==> src/rtl/mha_head_sched.sv <==
// mha_head_sched: runs H_NUM attention heads one after another through a single
// shared engine, with a watchdog timeout, an abort, and a run-length cycle counter.
module mha_head_sched #(
    parameter int H_NUM   = 8,
    parameter int TIMEOUT = 4096,
    parameter int HW      = (H_NUM > 1) ? $clog2(H_NUM) : 1,
    parameter int TW      = $clog2(TIMEOUT)
) (
    input  logic          I_CLK,
    input  logic          I_RST_N,
    input  logic          I_START,
    input  logic          I_ABORT,
    input  logic          I_ATT_VLD,
    input  logic          I_WR_RDY,
    output logic [HW-1:0] O_HEAD_IDX,
    output logic          O_ATT_START,
    output logic          O_WR_EN,
    output logic [HW-1:0] O_WR_HEAD,
    output logic          O_BUSY,
    output logic          O_DONE,
    output logic          O_ERR,
    output logic [31:0]   O_CYC_CNT
);

    typedef enum logic [2:0] {
        S_IDLE,
        S_SEL,
        S_GO,
        S_WAIT,
        S_WR,
        S_FIN,
        S_ERR
    } state_t;

    state_t        r_state;
    state_t        w_nxt;
    logic [HW-1:0] r_head;
    logic [HW-1:0] w_head_nxt;
    logic [TW-1:0] r_tmr;
    logic [TW-1:0] w_tmr_nxt;
    logic          r_vld_d;
    logic          r_err;
    logic          w_err_nxt;
    logic [31:0]   r_cyc;
    logic [31:0]   w_cyc_nxt;
    logic          w_acc;
    logic          w_tmo;
    logic          w_last;

    assign w_acc  = I_ATT_VLD & ~r_vld_d;
    assign w_tmo  = (r_tmr == TW'(TIMEOUT - 1));
    assign w_last = (r_head == HW'(H_NUM - 1));

    always_comb begin
        w_nxt      = r_state;
        w_head_nxt = r_head;
        w_tmr_nxt  = r_tmr;
        w_err_nxt  = r_err;
        w_cyc_nxt  = r_cyc;
        unique case (r_state)
            S_IDLE: begin
                if (I_START) begin
                    w_nxt      = S_SEL;
                    w_head_nxt = '0;
                    w_err_nxt  = 1'b0;
                    // trigger cycle plus the SEL cycle being entered
                    w_cyc_nxt  = 32'd2;
                end
            end
            S_SEL: w_nxt = S_GO;
            S_GO: begin
                w_nxt     = S_WAIT;
                w_tmr_nxt = '0;
            end
            S_WAIT: begin
                if (w_acc) begin
                    w_nxt = S_WR;
                end else if (w_tmo) begin
                    w_nxt     = S_ERR;
                    w_err_nxt = 1'b1;
                end else begin
                    w_tmr_nxt = r_tmr + 1'b1;
                end
            end
            S_WR: begin
                if (I_WR_RDY) begin
                    if (w_last) begin
                        w_nxt = S_FIN;
                    end else begin
                        w_nxt      = S_SEL;
                        w_head_nxt = r_head + 1'b1;
                    end
                end
            end
            S_FIN, S_ERR: begin
                w_nxt      = S_IDLE;
                w_head_nxt = '0;
            end
            default: begin
                w_nxt      = S_IDLE;
                w_head_nxt = '0;
            end
        endcase
        if (r_state != S_IDLE && w_nxt != S_IDLE && r_cyc != '1) begin
            w_cyc_nxt = r_cyc + 32'd1;
        end
        // abort overrides everything, including a start request in IDLE
        if (I_ABORT) begin
            w_nxt      = S_IDLE;
            w_head_nxt = '0;
            w_tmr_nxt  = r_tmr;
            w_err_nxt  = r_err;
            w_cyc_nxt  = r_cyc;
        end
    end

    always_ff @(posedge I_CLK or negedge I_RST_N) begin
        if (!I_RST_N) begin
            r_state <= S_IDLE;
            r_head  <= '0;
            r_tmr   <= '0;
            r_vld_d <= 1'b0;
            r_err   <= 1'b0;
            r_cyc   <= '0;
        end else begin
            r_state <= w_nxt;
            r_head  <= w_head_nxt;
            r_tmr   <= w_tmr_nxt;
            r_vld_d <= I_ATT_VLD;
            r_err   <= w_err_nxt;
            r_cyc   <= w_cyc_nxt;
        end
    end

    assign O_HEAD_IDX  = r_head;
    assign O_ATT_START = (r_state == S_GO);
    assign O_WR_EN     = (r_state == S_WR);
    assign O_WR_HEAD   = r_head;
    assign O_BUSY      = (r_state != S_IDLE);
    assign O_DONE      = (r_state == S_FIN);
    assign O_ERR       = r_err;
    assign O_CYC_CNT   = r_cyc;

endmodule
==> config.mk <==
export PLATFORM = sky130hd
export DESIGN_NAME = mha_head_sched
export DESIGN_NICKNAME = d
export VERILOG_FILES = /design/src/rtl/mha_head_sched.sv
export SDC_FILE = /design/constraint.sdc
export NUM_CORES = 1
export LEC_CHECK = 0
export BUFFER_PORTS_ARGS = -buffer_cell sky130_fd_sc_hd__buf_4
export CAP_MARGIN = 40
export CORE_MARGIN = 5
export CORE_UTILIZATION = 30
export CTS_CLUSTER_SIZE = 40
export DETAILED_ROUTE_END_ITERATION = 16
export GPL_ROUTABILITY_DRIVEN = 0
export HOLD_SLACK_MARGIN = 0.1
export PLACE_DENSITY = 0.54
export SYNTH_ARGS = -nofsm -noshare
export SYNTH_HDL_FRONTEND = slang
export SYNTH_SLANG_ARGS = --single-unit
==> constraint.sdc <==
create_clock -name I_CLK -period 5.9 [get_ports I_CLK]
set_input_delay 0.885 -clock I_CLK [delete_from_list [all_inputs] [get_ports I_CLK]]
set_output_delay 0.885 -clock I_CLK [all_outputs]
set_load 0.01 [all_outputs]
==> summary.md <==
| Metric | Value |
|---|---|
| Status | `complete, no violations` |
| Transition at the pin with the smallest max-transition slack | `898 ps` |
| Number of buffers created by CTS | `5` |
| Antenna Cells | `0` |
| Sequential element share of the synthesized area | `0.425` |
| CTS clock-pin slew for the worst setup and hold paths | `roughly 100 ps` |
| Average vias per placed instance | `5.45` |
| Row count | `36` |
| Setup clock skew after layout | `roughly 12 ps` |
| Net total in the final layout | `roughly 370` |
| Layout cells sized above 1 | `0.192` |
| CTS tree | `done` |
| Post-synth net total | `approximately 330` |
| Final total negative setup slack | `0 ps` |
| Largest area contributor in the netlist | `dfrtp_1` |
| Global-route wire length before repair | `~14,000 um` |
| Maximum operating frequency | `~340 MHz` |
| Mux contribution to synthesized area | `0.00980` |
| Worst-Skew Late Latency | `around 320 ps` |
| Unrepaired setup endpoints after global routing | `no` |
| Leading cell type by number of instances after synthesis | `dfrtp_1` |
| Worst Setup Start Kind | `flop` |
| Maxcap violations | `0` |
| Count of unique library cells instantiated by Yosys | `58` |
| Time the worst path needs with I/O delays and setup | `2900 ps` |
| Post-detailed-route count of antenna-violating nets | `0` |
| Cell area power density | `about 240 nW/um^2` |
| Initial standard-cell utilization of the core | `0.311` |
| Pre-CTS setup slack | `3040 ps` |
| Cells along the critical path | `nand4_2, nor4_4, a41oi_1, buf_4, and3_1, a211o_1` |
| Height of the die | `around 110 um` |
| Count of warnings emitted by yosys | `0` |
| Hold bufs inserted after CTS | `0` |
| DRC violations left | `0` |
| Die Outline Area | `about 12,000 sq um` |
| Number of top-level pins | `49` |
| Synthesized cell area | `3060 sq um` |
| Min Hold Slack | `about 530 ps` |
| TritonCTS Sinks | `52` |
| Share of synthesized cell area in and, or, nand and nor gates | `0.260` |
| Layout overhead on the synthesized area | `16.8%` |
| Post-cts resize count | `0` |
| Post-detailed-routing wire length | `8360 um` |
| Vias after detailed routing | `approximately 2,700` |
| Endpoint required time on the critical path | `around 6000 ps` |
| Worst-case headroom to the max-slew limit | `0.397` |
| Largest net degree at the start of global routing | `between 50 and 60` |
| Cell chosen for the clock root | `clkbuf_8` |
| Total placed instance area | `3490 sq um` |
| Data arrival time of the critical path | `between 3000 and 4000 ps` |
| Mean instance size in the synthesized netlist | `between 9 and 10 sq um` |
| Count of flip-flops with a built-in enable after synthesis | `0` |
| Async set-or-reset flop fraction in the synthesized netlist | `1.00` |
| Number of synthesized register bits | `52` |
| Adder-cell area share of the yosys netlist | `0.0163` |
| Port Buffer Count | `between 40 and 50` |
| Die span in x | `about 110 um` |
| DR WL/cell | `around 17 um` |
| Total grt overflow | `0` |
| Post-DP HPWL | `~5700 um` |
| Worst min-delay path category | `flop to flop` |
| Yosys top cell area share | `0.425` |
| Setup crit end kind | `flop` |
| Depth of the CTS H-tree | `2` |
| Instance count of the mapped netlist | `324` |
| Floorplan core area | `9860 sq um` |
| First-pass iteration count of the detailed router | `4` |
| Final period utilization | `0.492` |
| Maximum single-stage delay on the critical path | `slightly above 800 ps` |
| Most area-consuming cells after synthesis | `dfrtp_1 (42%), a211o_1 (3.7%), nand2_1 (3.4%), and3_1 (3.3%), nand3_1 (2.9%)` |
| Most common flop cell mapped by yosys | `dfrtp_1` |
| Synth Area in Compound Gates | `0.227` |
| CP Max Fanout | `18` |
| Worst Setup Slack, final | `~3000 ps` |
| Post-synthesis xor/xnor area fraction | `0.0114` |
| Via count of the first global-routing pass | `2,701` |
| Library cell contributing the largest single delay on the critical path | `nor4_4` |
| Count of endpoints failing hold in the final timing report | `0` |
| Leak pwr | `1.67 nW` |
| Number of antenna violations at the first check in global routing | `0` |
| Max-slew violation count | `0` |
| All-layer global routing usage | `0.138` |
| Register-to-register path setup slack | `approximately 3000 ps` |
| Most frequent cells after synthesis | `dfrtp_1 (52), nand2_1 (28), nand3_1 (18)` |
| Post-route design area | `roughly 3600 sq um` |
| IR drop worst, VDD | `0.0947 mV` |
| Clk buf depth | `2` |
| Category of the critical setup timing path | `flop to flop` |
| Largest family of logic cells by synthesized area | `simple AND/OR/NAND/NOR gates` |
| Number of DRC violations after detailed-routing iteration 0 | `128` |
| Setup-failing EPs final | `0` |
| Number of buffers inserted by post-CTS setup repair | `0` |
[flip-flops by register name (all words and copies together) (netlist names)]
register	count
O_ERR	1
O_HEAD_IDX	3
O_CYC_CNT	32
r_vld_d	1
r_state	3
r_tmr	12
[critical path: cells and delay by family (launching register included)]
| kind | cells | cell delay (ps) |
|---|---|---|
| AOI/OAI and AO/OA | 2 | 780 |
| buffers and inverters | 1 | 330 |
| and+or+nand+nor | 3 | 1200 |
| DFF | 1 | 480 |
[cells by family (layout without fill, tap and decap cells)]
logic type                 count (synthesis)  count (layout)
AOI/OAI and AO/OA                         93              93
DFF                                       52              52
adders and majority gates                  4               4
xor gates and xnor gates                   4               4
and+or+nand+nor                          140             140
muxes                                      3               3
buffers and inverters                     28              68
[layer usage]
layer | track usage | routed length, um | up-vias
met2 | 0.221 | 3800 | 43
li1 | - | - | 1331
met5 | 0 | 0 | -
met1 | 0.180 | 3970 | 1324
met4 | 0.0462 | 128 | 0
met3 | 0.0398 | 461 | 9
[final timing paths]
path | start | to | depth (start not counted)
setup / recovery | O_CYC_CNT[9]$_DFFE_PN0P_ | O_CYC_CNT[23]$_DFFE_PN0P_ | 6
hold / removal | O_CYC_CNT[0]$_DFFE_PN0P_ | O_CYC_CNT[0]$_DFFE_PN0P_ | 1
setup reg to reg | O_CYC_CNT[9]$_DFFE_PN0P_ | O_CYC_CNT[23]$_DFFE_PN0P_ | 6
hold reg to reg | O_CYC_CNT[0]$_DFFE_PN0P_ | O_CYC_CNT[0]$_DFFE_PN0P_ | 1
max in group asynchronous | I_RST_N | O_CYC_CNT[4]$_DFFE_PN0P_ | 1
min in group asynchronous | I_RST_N | O_CYC_CNT[13]$_DFFE_PN0P_ | 1
[report_power, final]
| group | switching (mW) | internal, mW | total [mW] |
|---|---|---|---|
| sequential | 0.0536 | 0.392 | 0.446 |
| clock | 0.126 | 0.0962 | 0.222 |
| combinational | 0.110 | 0.0908 | 0.201 |
[cells in the final DEF (no fill, tap or decap), drive strengths merged, types with 4 or more instances in the layout]
| master | synthesis | final |
|---|---|---|
| dfrtp | 52 | 52 |
| buf | 15 | 51 |
| nand2 | 28 | 28 |
| nand3 | 19 | 19 |
| and3 | 18 | 18 |
| nor3 | 17 | 17 |
| nor2 | 17 | 17 |
| a21oi | 14 | 14 |
| a31oi | 13 | 13 |
| a211o | 13 | 13 |
| nand4 | 12 | 12 |
| o21ai | 11 | 11 |
| inv | 9 | 9 |
| or4 | 8 | 8 |
| a21o | 8 | 8 |
| clkbuf | 4 | 8 |
| o31ai | 6 | 6 |
| a41oi | 6 | 6 |
| nor4 | 5 | 5 |
| a211oi | 4 | 4 |
| xnor2 | 4 | 4 |
| ha | 4 | 4 |
| and4 | 4 | 4 |
[area by class of cell]
type / instances / area [sq um]
multi-input cells: 244 / 1610
repair buffers: 51 / 383
flip-flops and latches: 52 / 1300
clock buffers: 8 / 90.1
fillers: 1020 / 6280
well taps: 133 / 166
inverters: 9 / 33.8
[metrics by stage]
step	power, mW	utilization	cells
4_1_cts	0.881	0.363	497
6_report	0.868	0.363	497
3_5_place_dp	0.655	0.354	489
2_1_floorplan	0.564	-	324
3_3_place_gp	0.649	0.352	487
5_1_grt	0.923	0.363	497
(Power assumes the default switching activity.)
